$ cat config.mk
export PLATFORM = sky130hd
export DESIGN_NAME = encode_64b_66b
export DESIGN_NICKNAME = d
export VERILOG_FILES = /design/src/rtl/encode_64b_66b.sv
export SDC_FILE = /design/constraint.sdc
export NUM_CORES = 1
export LEC_CHECK = 0
export CAP_MARGIN = 20
export CORE_MARGIN = 10
export CORE_UTILIZATION = 47
export CTS_BUF_LIST = sky130_fd_sc_hd__clkbuf_4 sky130_fd_sc_hd__clkbuf_8 sky130_fd_sc_hd__clkbuf_16
export DETAILED_ROUTE_END_ITERATION = 10
export GPL_TIMING_DRIVEN = 0
export HOLD_SLACK_MARGIN = 0.08
export MAX_ROUTING_LAYER = met4
export PLACE_DENSITY = 0.83
export SYNTH_ARGS = -nofsm -noshare
export SYNTH_HDL_FRONTEND = slang
export SYNTH_SLANG_ARGS = --single-unit
$ cat constraint.sdc
create_clock -name clk_i -period 2.9 [get_ports clk_i]
set_input_delay 0.58 -clock clk_i [delete_from_list [all_inputs] [get_ports clk_i]]
set_output_delay 0.58 -clock clk_i [all_outputs]
set_load 0.01 [all_outputs]
$ cat src/rtl/encode_64b_66b.sv
// ============================================================================
// Module   : encode_64b_66b
// Function : XGMII Tx word to 64b/66b block encoder with Tx state machine
// Revision : 1.0 - initial release
// ============================================================================
`default_nettype none

module encode_64b_66b #(
  parameter int ERR_CNT_W = 16
) (
  input  logic                 clk_i,
  input  logic                 rst_n_i,
  input  logic [63:0]          xgmii_txd_i,
  input  logic [7:0]           xgmii_txc_i,
  input  logic                 xgmii_txd_vld_i,
  output logic [63:0]          encode_data_o,
  output logic [1:0]           encode_head_o,
  output logic                 encode_data_vld_o,
  output logic                 encode_error_o,
  output logic [ERR_CNT_W-1:0] err_cnt_o
);

  localparam logic [1:0] TX_INIT = 2'd0;
  localparam logic [1:0] TX_C    = 2'd1;
  localparam logic [1:0] TX_D    = 2'd2;
  localparam logic [1:0] TX_E    = 2'd3;

  localparam logic [2:0] BLK_C = 3'd0;
  localparam logic [2:0] BLK_S = 3'd1;
  localparam logic [2:0] BLK_D = 3'd2;
  localparam logic [2:0] BLK_T = 3'd3;
  localparam logic [2:0] BLK_E = 3'd4;

  localparam logic [1:0]  c_HEAD_DATA = 2'b10;
  localparam logic [1:0]  c_HEAD_CTRL = 2'b01;
  localparam logic [7:0]  c_IDLE      = 8'h07;
  localparam logic [7:0]  c_START     = 8'hFB;
  localparam logic [7:0]  c_TERM      = 8'hFD;
  localparam logic [63:0] c_C_BLOCK   = {56'h0, 8'h1E};
  localparam logic [63:0] c_ERR_BLOCK = {{8{7'h1E}}, 8'h1E};
  // Block type bytes for T0..T7, T0 in the low byte
  localparam logic [63:0] c_T_TYPES   = {8'hFF, 8'hE1, 8'hD2, 8'hCC,
                                         8'hB4, 8'hAA, 8'h99, 8'h87};

  logic [7:0][7:0]  w_lane;
  logic [7:0]       w_lane_idle;
  logic [7:0]       w_is_t;
  logic [7:0][63:0] w_t_payload;
  logic             w_is_d;
  logic             w_is_c;
  logic             w_is_s0;
  logic             w_is_s4;
  logic             w_is_any_t;
  logic [63:0]      w_t_block;
  logic [2:0]       w_blk;

  logic [1:0]           state_q,  state_d;
  logic [63:0]          data_q,   data_d;
  logic [1:0]           head_q,   head_d;
  logic                 vld_q,    vld_d;
  logic                 err_q,    err_d;
  logic [ERR_CNT_W-1:0] err_cnt_q, err_cnt_d;

  assign w_lane = xgmii_txd_i;

  for (genvar j = 0; j < 8; j++) begin : g_lane
    assign w_lane_idle[j] = (w_lane[j] == c_IDLE);
  end

  // Tk: control flags on lanes k..7, terminate on lane k, idles above it
  for (genvar k = 0; k < 8; k++) begin : g_term
    localparam logic [7:0]  c_TXC_K   = 8'hFF << k;
    localparam logic [7:0]  c_ABOVE_K = 8'hFF << (k + 1);
    localparam logic [63:0] c_KEEP_K  = (k == 0) ? 64'h0 : ({64{1'b1}} >> (64 - 8 * k));

    assign w_is_t[k] = (xgmii_txc_i == c_TXC_K) &&
                       (w_lane[k] == c_TERM) &&
                       ((w_lane_idle & c_ABOVE_K) == c_ABOVE_K);
    assign w_t_payload[k] = ((xgmii_txd_i & c_KEEP_K) << 8) |
                            {56'h0, c_T_TYPES[8*k +: 8]};
  end

  assign w_is_d     = (xgmii_txc_i == 8'h00);
  assign w_is_c     = (xgmii_txc_i == 8'hFF) && (&w_lane_idle);
  assign w_is_s0    = (xgmii_txc_i == 8'h01) && (w_lane[0] == c_START);
  assign w_is_s4    = (xgmii_txc_i == 8'h1F) && (&w_lane_idle[3:0]) &&
                      (w_lane[4] == c_START);
  assign w_is_any_t = |w_is_t;

  always_comb begin
    w_t_block = 64'h0;
    for (int k = 0; k < 8; k++) begin
      if (w_is_t[k]) begin
        w_t_block = w_t_block | w_t_payload[k];
      end
    end
  end

  always_comb begin
    w_blk = BLK_E;
    case (state_q)
      TX_INIT, TX_C: begin
        if (w_is_c) begin
          w_blk = BLK_C;
        end else if (w_is_s0 || w_is_s4) begin
          w_blk = BLK_S;
        end
      end
      TX_D: begin
        if (w_is_d) begin
          w_blk = BLK_D;
        end else if (w_is_any_t) begin
          w_blk = BLK_T;
        end
      end
      default: begin
        if (w_is_c) begin
          w_blk = BLK_C;
        end else if (w_is_d) begin
          w_blk = BLK_D;
        end else if (w_is_any_t) begin
          w_blk = BLK_T;
        end
      end
    endcase
  end

  // Invalid cycles freeze everything except the output valid strobe
  always_comb begin
    state_d   = state_q;
    data_d    = data_q;
    head_d    = head_q;
    err_d     = err_q;
    err_cnt_d = err_cnt_q;
    vld_d     = xgmii_txd_vld_i;
    if (xgmii_txd_vld_i) begin
      err_d  = 1'b0;
      head_d = c_HEAD_CTRL;
      case (w_blk)
        BLK_D: begin
          head_d  = c_HEAD_DATA;
          data_d  = xgmii_txd_i;
          state_d = TX_D;
        end
        BLK_C: begin
          data_d  = c_C_BLOCK;
          state_d = TX_C;
        end
        BLK_S: begin
          data_d  = w_is_s0 ? {xgmii_txd_i[63:8], 8'h78}
                            : {xgmii_txd_i[63:40], 32'h0, 8'h33};
          state_d = TX_D;
        end
        BLK_T: begin
          data_d  = w_t_block;
          state_d = TX_C;
        end
        default: begin
          data_d  = c_ERR_BLOCK;
          state_d = TX_E;
          err_d   = 1'b1;
          if (err_cnt_q != {ERR_CNT_W{1'b1}}) begin
            err_cnt_d = err_cnt_q + ERR_CNT_W'(1);
          end
        end
      endcase
    end
  end

  always_ff @(posedge clk_i or negedge rst_n_i) begin
    if (!rst_n_i) begin
      state_q   <= TX_INIT;
      data_q    <= 64'h0;
      head_q    <= 2'b00;
      vld_q     <= 1'b0;
      err_q     <= 1'b0;
      err_cnt_q <= '0;
    end else begin
      state_q   <= state_d;
      data_q    <= data_d;
      head_q    <= head_d;
      vld_q     <= vld_d;
      err_q     <= err_d;
      err_cnt_q <= err_cnt_d;
    end
  end

  assign encode_data_o     = data_q;
  assign encode_head_o     = head_q;
  assign encode_data_vld_o = vld_q;
  assign encode_error_o    = err_q;
  assign err_cnt_o         = err_cnt_q;

endmodule

`default_nettype wire

# After elaboration in Yosys (flattened, before gate mapping)
# Index checks and enable logic that the tools add are counted.
# classes
addsub	1
n_eq_ne	40
mux	19
bitwise	8
n_reduce_logical	31
# op_table
cell	count
two-way mux 64 bit	7
case mux 64 bit (4 select lines)	1
equality test 8 bit (second input constant)	18
equality test 8 x 3 -> 1 bit (second input constant)	8
bitwise OR 64 x 24 -> 64 bit	1
bitwise OR 64 x 32 -> 64 bit	1
bitwise OR 64 x 40 -> 64 bit	1
bitwise OR 64 x 48 -> 64 bit	1
bitwise OR 64 x 56 -> 64 bit	1
bitwise OR 64 bit	1
two-way mux 40 bit	1
logical AND 1 bit	19
adder 16 x 1 -> 16 bit (second input constant)	1
inequality test 16 bit (second input constant)	1
bitwise OR 8 x 16 -> 16 bit	1
two-way mux 3 bit	5
equality test 8 x 1 -> 1 bit (second input constant)	1
equality test 8 x 5 -> 1 bit (second input constant)	1
logical NOT 8 bit	1
two-way mux 8 bit	1
AND reduction 8 bit	1
OR reduction 8 bit	1
equality test 7 bit (second input constant)	1
equality test 3 x 2 -> 1 bit (second input constant)	2
other kinds (19)	22
# word_totals
ff_bits	86
in_bits	75
output_inout_bits	84
elab_cells	105

# Logic depth before layout (Yosys ltp)
# Gate-level depths: netlist of the first run.
# depth
word_depth	19
ltp_mapped	12
depth_no_buf	8

# Least setup slack after synthesis of the first run
# Ideal clock, no wire load.
# synth_timing
path_type	input -> register
startpoint	input port xgmii_txd_i[12]
endpoint	register data_q[11] (netlist: encode_data_o[11])
setup_time_ps	141
arrival_ps	3064
t_required_ps	2759
setup_slack_ps	-305
path_stages	9
n_path_buf	2
path_cell_list	or4_1 or4_4 nor3_2 a211oi_1 or2_2 clkbuf_1 buf_2 a211oi_1 o22ai_1
# synth_via
elab_chain_cells	17
word_cells_on_any_way	37
classes_between	eq/ne: 6; mux: 14; bitwise: 6; reduce/logical: 11
# synth_lines
item	line_no	source
start: declaration	13	input logic [63:0] xgmii_txd_i,
equality test 8 bit	77	(w_lane[k] == c_TERM) &&
logical AND 1 bit	76	assign w_is_t[k] = (xgmii_txc_i == c_TXC_K) &&
logical AND 1 bit	77	
two-way mux 64 bit	93	if (w_is_t[k]) begin
bitwise OR 64 x 24 -> 64 bit	94	w_t_block = w_t_block | w_t_payload[k];
two-way mux 64 bit	93	
bitwise OR 64 x 32 -> 64 bit	94	
two-way mux 64 bit	93	
bitwise OR 64 x 40 -> 64 bit	94	
two-way mux 64 bit	93	
bitwise OR 64 x 48 -> 64 bit	94	
two-way mux 64 bit	93	
bitwise OR 64 x 56 -> 64 bit	94	
two-way mux 64 bit	93	
bitwise OR 64 bit	94	
two-way mux 64 bit	93	
case mux 64 bit (4 select lines) *	139	case (w_blk)
end signal: assignment	180	data_q <= data_d;
end: declaration	58	logic [63:0] data_q, data_d;
# Every way passes the cells marked *; elsewhere a longest branch is shown, timed or not.
# A chain may end at the register's enable or synchronous reset.

# Worst setup path in the final report of the first run
# layout_timing
startpoint	input port xgmii_txd_i[5]
endpoint	register data_q[51] (netlist: encode_data_o[51])
# layout_via
elab_chain_cells	10
word_cells_on_any_way	24
classes_between	eq/ne: 6; mux: 7; reduce/logical: 11
# layout_lines
item	line_no	source
equality test 8 bit or equality test 8 x 3 -> 1 bit (tied branches)	77, 67	
logical AND 1 bit or AND reduction 4 bit (tied branches)	76, 86	
logical AND 1 bit, on equally long branches	77, 86	
OR reduction 8 bit or logical AND 1 bit (tied branches)	88, 86	
two-way mux 3 bit or logical OR 1 bit (tied branches)	112, 121, 105	
two-way mux 3 bit, on equally long branches	110, 105	
two-way mux 3 bit, on equally long branches	117, 103	
case mux 3 bit (2 select lines) *	101	case (state_q)
equality test 3 x 2 -> 1 bit, or another cell as far along	139	
case mux 64 bit (4 select lines) *	139	
# Marked as above.

==> impl_results.md, run 1 <==
* Die Area at 15130 sq um
* Fin worst setup slack at -0.06095 ns
* Num rows at 37
* Met2 Use GR at between 40% and 50%
* Top Usage Layer GRT: met2
* First-pass DRT Iterations at 5
* Vias post-DR at 5887
* Yosys reg bits at 86
* Crit path DAT at approximately 3.3 ns
* Worst-margin pin slew at about 0.7 ns
* Fin crit share at 102.1%
* Layout Cells excl Fill at about 900
* PwrDens at approximately 380 nW/um^2
* Iteration-0 DRC Markers at ~700
* Required time worst endpoint at 3.20 ns
* Fin. Hold Viols at 0
* Max VDD drop at about 0.26 mV
* Switching Share at 30.27%
* H-tree levels at 3
* Die H at around 120 microns
* Max Transition Viols Final at 0
* Crit path capture type: flip-flop
* Sequential fraction of the synthesis area at about 43%
* Syn Inst Count at between 500 and 600
* Startpoint Class: primary input
* RSZ-0062 raised after global routing: yes
* Multi-input gate area at about 3200 sq um
* Final-report setup violation count at 26
* Crit Path Max Fanout at 6
* Clock power frac at a little under a third
* Logic pwr share at between 20% and 30%
* Max Freq at approximately 340 MHz
* Core footprint at a little over 10000 sq um
* CTS tree: done
* Synth Cell Area at approximately 5000 sq um
* EDFF count, synth at 0
* # placed instances at around 840
* Ratio of cells with drive above 1 in the final layout at 29.55%
* Number of buffers added on ports at around 160
* Final net count at 856
* Worst Hold Class: in -> async
* Synth-to-Final Area Change at 63.11%
* Total track usage at between 20% and 30%
* Total global routing overflow at 0
* CTS root buf: clkbuf_8
* First-pass GRT wire length at 32060 microns
* Drt wl/cell at 23.47 microns
* CTS Sinks at 86
* Sequential power share at between 40 and 50%
* Critical path type: in -> reg
* Worst setup startpoint: xgmii_txd_i[5]
* Tot Pwr at 3098 uW
* Largest net degree at the start of global routing at 45
* Post-synth ARST share at 100.0%
* Final wirelength at around 22000 microns
* Synthesized area per cell at roughly 9.1 sq um
* Origin of the critical flop-to-flop path: err_cnt_o[8]
* Number of antenna violations at the first check in global routing at 1
* Max transition margin at between 50% and 60%
* Clock latency on the worst-skew pair at roughly 0.4 ns
* Filler cells at 648
* Hpwl dp at roughly 15000 microns
* GP Congestion at ~0.92
* Failing checks: negative setup slack
* Post-route minimum period at just under 3 ns
* Number of global-route vias before repair at between 5000 and 6000
* CTS clk-pin slew, worst paths at 0.08 ns
* Synth Net Count at 625
* Remaining DRCs at 0
* Io pins at 159
* Met1 Use GR at between 30% and 40%
* Max_cap viols at 0
* Clock Path Buffers at 2
* Switch Pwr at 937.7 uW
* Area after DPL at slightly below 7000 sq um
* Die Wd at 123.0 microns
* Vias/cell at ~6.4
* Static Leak at between 0.003 and 0.004 uW
* Met3 Use GR at between 5 and 6%
* Worst Skew at between 0.01 and 0.015 ns
* Top_reg_cell synth: dfrtp_1
* Register Area at 2152 sq um
* Final instance area at slightly above 8000 sq um
* Synth Warn # at 0
* Initial core utilization at roughly half
* Synth cell types at 65
* Run status: finished with violations
* CTS buffer count at 9
* Routed Antenna Nets at 0
* Internal at roughly 2200 uW
synthesized netlist by cell type, types with 3 or more instances:
cell type | n | area [sq um]
o2bb2ai_1 | 16 | 140.1
nor2_1 | 55 | 206.5
xor2_1 | 12 | 105.1
o22ai_1 | 4 | 25.02
nor4bb_1 | 5 | 50.05
a211oi_1 | 13 | 97.59
and4_1 | 3 | 26.28
nand4_1 | 16 | 100.1
or3_1 | 3 | 18.77
inv_1 | 4 | 15.01
a22oi_1 | 17 | 127.6
nand4b_1 | 3 | 26.28
a21oi_1 | 20 | 100.1
a2111oi_0 | 4 | 35.03
nor2b_1 | 5 | 31.28
nand3_1 | 18 | 90.09
nand2b_1 | 3 | 18.77
o21ai_0 | 26 | 130.1
nor3_1 | 8 | 40.04
a41oi_1 | 4 | 35.03
and3_1 | 9 | 56.30
a31oi_1 | 37 | 231.5
dfrtp_1 | 86 | 2152
buf_2 | 9 | 45.04
clkbuf_1 | 11 | 41.29
nand2_1 | 80 | 300.3
o21a_1 | 4 | 30.03
and3b_1 | 3 | 26.28
nand3b_1 | 5 | 37.54
or2_2 | 3 | 18.77
or4b_2 | 4 | 40.04
buf_6 | 7 | 78.83
nor4_1 | 3 | 18.77
or3b_2 | 3 | 26.28
xnor2_1 | 3 | 26.28
or4_1 | 5 | 37.54
metal layers:
metal  vias to the layer above  wire length, microns
met5                         -                     0
met4                         0                   698
met3                        77                  2302
met2                       401                 10270
met1                      2867                  8361
li1                       2542                     -
what timing repair did:
item	CTS	global route
cloned	3	1
pin swaps	46	55
setup buffers	42	19
gates resized for setup	147	110
hold buffers	0	0
setup endpoints to repair	84	81
layout make-up:
cell class	count	share of cell area, %
antenna	1	0.03077
timing repair buffer	223	26.51
sequential	86	26.46
clock buffer	10	1.615
inverter	4	0.1846
clock inverter	6	1.062
multi-input combinational	431	39.20
tap	136	2.092
buffer	25	2.846
final timing paths:
path	to	slack (ns)	cells past startpoint
setup / recovery	encode_data_o[51]	-0.06	10
hold / removal	encode_head_o[0]	0.19	1
setup reg to reg	err_cnt_o[15]	0.48	7
hold reg to reg	err_cnt_o[13]	0.49	1
max in group asynchronous	encode_data_o[25]	2.07	2
min in group clk_i	encode_data_o[13]	0.45	3
cell usage in the layout, fill, tap and decap left out, drive strengths merged, types with 16 or more instances in the layout:
cell           count
clkbuf            31
o2bb2ai           16
a22oi             17
nand3             18
nand4             16
a31oi             37
o21ai             28
nor2              57
buf               90
nand2             81
dfrtp             86
clkdlybuf4s50    109
a21oi             21
cell families after synthesis:
kind of cell / after synthesis / share of synthesized area [%]
multiplexers: 2 / 0.4517
AND/OR/NAND/NOR: 250 / 26.98
flip-flops: 86 / 43.16
adder cells (fa/ha/maj): 1 / 0.2509
AO/OA/AOI/OAI: 162 / 22.61
XOR/XNOR: 15 / 2.635
buffers and inverters: 33 / 3.915
registers in the layout (all words and copies together) (netlist names):
| name | cells |
|---|---|
| encode_data_o | 64 |
| encode_head_o | 2 |
| encode_data_vld_o | 1 |
| encode_error_o | 1 |
| err_cnt_o | 16 |
| state_q | 2 |
power groups by stage:
stage	clock [uW]	sequential, uW	combinational [uW]
6_report	970	1380	750
5_1_grt	1030	1390	794
4_1_cts	958	1370	702
3_5_place_dp	0	1400	664
3_3_place_gp	0	1390	650
2_1_floorplan	0	1420	203
metrics by stage:
stage          hold WS, ns  worst slack [ns]  TNS (ns)  utilization, %
4_1_cts             0.2245           -0.1627    -3.947           74.61
6_report            0.1917          -0.06095   -0.6563           78.78
3_3_place_gp        0.4728            -1.882   -247.68           66.28
2_1_floorplan       0.2844           -0.2512    -9.973               -
3_5_place_dp        0.4720            -1.196    -86.93           66.45
5_1_grt             0.2419           -0.1285    -2.725           78.78
worst max-delay path, cell delays in order:
cell       delay (ns)
buf_8            0.10
or4b_4           0.53
or4_4            0.50
or4b_4           0.56
a221oi_4         0.28
or2_1            0.16
buf_6            0.16
clkbuf_16        0.16
nand2_2          0.05
a31oi_1          0.18
(Power assumes the default switching activity.)
==> inputs of run 2 (changes only) <==
--- a/config.mk
+++ b/config.mk
@@ -10,7 +10,7 @@
 export CORE_UTILIZATION = 47
 export CTS_BUF_LIST = sky130_fd_sc_hd__clkbuf_4 sky130_fd_sc_hd__clkbuf_8 sky130_fd_sc_hd__clkbuf_16
 export DETAILED_ROUTE_END_ITERATION = 10
-export GPL_TIMING_DRIVEN = 0
+export GPL_TIMING_DRIVEN = 1
 export HOLD_SLACK_MARGIN = 0.08
 export MAX_ROUTING_LAYER = met4
 export PLACE_DENSITY = 0.83
==> run 2 against run 1 <==
Effect of this change: the run still ends with negative setup slack left; wire length is 10% higher; power rose by 0.22%; sequential power about the same; hold slack worse by 0.0073 ns; utilization grew 5.2 points; maximum frequency is 1.4% lower; count of clock-buffer cells in the layout stayed put; via count rose by 12%; clock skew is 0.0027 ns higher; cell count increased by 10%; clock power fell by 5.6%.
==> impl_results.md, run 2 (synthesized netlist as in run 1, its figures left out) <==
* Remaining DRCs at 0 (unchanged)
* RSZ-0062 raised after global routing: yes
* Hpwl dp at 15760 microns (+5.0%)
* CTS clk-pin slew, worst paths at 0.10 ns (+0.02 ns)
* Static Leak at 0.003670 uW (+12%)
* Largest net degree at the start of global routing at 87 (+93%)
* Fin crit share at 103.5% (+1.4 points)
* Routed Antenna Nets at 0 (unchanged)
* H-tree levels at 3 (unchanged)
* Layout Cells excl Fill at 1014 (+10%)
* CTS tree: done
* Final wirelength at 23900 microns (+10%)
* Run status: finished with violations
* Max FFs per register at 64 (unchanged)
* Failing checks: negative setup slack
* Final net count at 949 (+11%)
* Crit Path Max Fanout at 7 (+1)
* Vias post-DR at 6572 (+12%)
* Synth-to-Final Area Change at 73.80%
* First-pass DRT Iterations at 6 (+1)
* CTS buffer count at 9 (unchanged)
* Most frequent cells in the layout: buf_4, clkdlybuf4s50_1, dfrtp_1
* GP Congestion at 1.028 (+12%)
* Max transition margin at 56.73% (+2.2 points)
* Number of global-route vias before repair at 6548 (+12%)
* Worst Hold Class: in -> async
* N_diodes at 0 (-1)
* Fin. Hold Viols at 0 (unchanged)
* Clock latency on the worst-skew pair at 0.39 ns (about the same)
* Area after DPL at 7856 sq um (+15%)
* Io pins at 159 (unchanged)
* Worst Hold Slack at 0.1844 ns (-0.007300 ns)
* Commonest non-fill, non-tap cell in the layout: buf_4
* Final instance area at 8666 sq um (+6.6%)
* Total track usage at 29.71% (+2.1 points)
* Max Transition Viols Final at 0 (unchanged)
* # placed instances at 970 (+15%)
* Fin worst setup slack at -0.1017 ns (-0.04074 ns)
* Crit path capture type: flip-flop
* Clock Path Buffers at 2 (unchanged)
* PwrDens at 358.3 nW/um^2 (-5.9%)
* Max VDD drop at 0.2987 mV (+15%)
* Total global routing overflow at 0 (unchanged)
* Startpoint Class: primary input
* Drt wl/cell at 23.57 microns (+0.44%)
* Die Wd at 123.0 microns (unchanged)
* Met1 WL at 8969 microns (+7.3%)
* CTS Hold Buffers Added at 0 (unchanged)
* Number of antenna violations at the first check in global routing at 0 (-1)
* CTS Sinks at 86 (unchanged)
* Met3 wire length at 2608 microns (+13%)
* Worst-margin pin slew at 0.6490 ns (-0.03331 ns)
* Required time worst endpoint at 3.18 ns (-0.02 ns)
* Final core occ at 83.94% (+5.2 points)
* Filler cells at 565 (-13%)
* Critical path type: in -> reg
* Reg-to-reg slack, setup at 0.46 ns (-0.02 ns)
* Met2 wire length at 11070 microns (+7.8%)
* Iteration-0 DRC Markers at 789 (+14%)
* Max_cap viols at 0 (unchanged)
* Max Freq at 333.1 MHz (-1.4%)
* Worst Skew at 0.01414 ns (+0.002669 ns)
* Number of buffers added on ports at 158 (unchanged)
* Die Area at 15130 sq um (unchanged)
* Die H at 123.0 microns (unchanged)
* CTS root buf: clkbuf_8
* Vias/cell at 6.481 (+1.5%)
* Initial core utilization at 48.30% (unchanged)
* Post-route minimum period at 3.002 ns (+0.04074 ns)
* Ratio of cells with drive above 1 in the final layout at 34.51% (+5.0 points)
* Crit path DAT at 3.28 ns (+0.02 ns)
* Final-report setup violation count at 9 (-65%)
* Highest routing layer actually used: met4
* First-pass GRT wire length at 34750 microns (+8.4%)
* Core footprint at 10320 sq um (unchanged)
* Num rows at 37 (unchanged)
* Setup TNS at -0.2356 ns (+0.4207 ns)
[run 2: cell count changes in the layout (fill, tap and decap cells not counted), sizes merged]
| cell | before | now |
|---|---|---|
| buf | 90 | 188 |
| clkdlybuf4s50 | 109 | 114 |
| dlygate4sd2 | 12 | 18 |
| dlymetal6s2s | 12 | 8 |
| clkinvlp | 1 | 3 |
| or2 | 4 | 6 |
| clkbuf | 31 | 19 |
| clkdlybuf4s15 | 4 | 3 |
| inv | 4 | 5 |
| clkinv | 3 | 1 |
| bufinv | 2 | 1 |
| diode | 1 | 0 |
| nor2 | 57 | 56 |
[run 2: through the flow]
stage	worst slack [ns]	total power, uW
finish	-0.1017	3105
global route	-0.1553	3210
CTS	-0.05601	3049
detailed placement	-0.8930	2156
global placement	-0.8904	2136
floorplan	-0.2512	1626
[run 2: layout make-up]
type	instances	area, sq um	share of cell area [%]
Inverter	4	15.01	0.1733
Timing Repair Buffer	340	3062	35.33
Clock buffer	10	137.6	1.588
Clock inverter	6	70.07	0.8085
Tap cell	136	170.2	1.964
Multi-Input combinational cell	432	3059	35.30
Sequential cell	86	2152	24.83
[run 2: path summary, 6_finish.rpt]
| kind | from | endpoint | depth (start not counted) |
|---|---|---|---|
| worst max-delay path | xgmii_txd_i[11] | encode_data_o[63] | 9 |
| worst min-delay path | rst_n_i | encode_head_o[1] | 1 |
| worst max register to register | err_cnt_o[7] | err_cnt_o[15] | 7 |
| worst min register to register | err_cnt_o[11] | err_cnt_o[11] | 1 |
| max in group asynchronous | rst_n_i | encode_data_o[54] | 2 |
| min in group clk_i | err_cnt_o[11] | err_cnt_o[11] | 1 |
[run 2: per-layer routing]
metal / vias up / GRT usage [%]
li1: 2720 / -
met1: 3151 / 37.01
met2: 567 / 46.22
met3: 134 / 5.287
met4: 0 / 13.76
met5: - / -
[run 2: power by group]
part / switching (uW) / total [uW] / internal (uW)
clock: 490 / 916 / 426
combinational: 379 / 809 / 430
sequential: 92.6 / 1380 / 1290
[run 2: critical path, cell delays in order]
cell           delay (ns)
dlygate4sd2_1        0.31
nand4b_1             0.30
or4_4                0.57
or4b_4               0.52
a221oi_4             0.27
or2_4                0.21
buf_12               0.14
a22oi_2              0.10
o2bb2ai_2            0.29
[run 2: repair_timing]
action | CTS | global route
setup endpoints to repair | 83 | 75
setup buffers | 14 | 8
pin swaps | 60 | 38
gates resized for setup | 111 | 60
cloned | 3 | 3
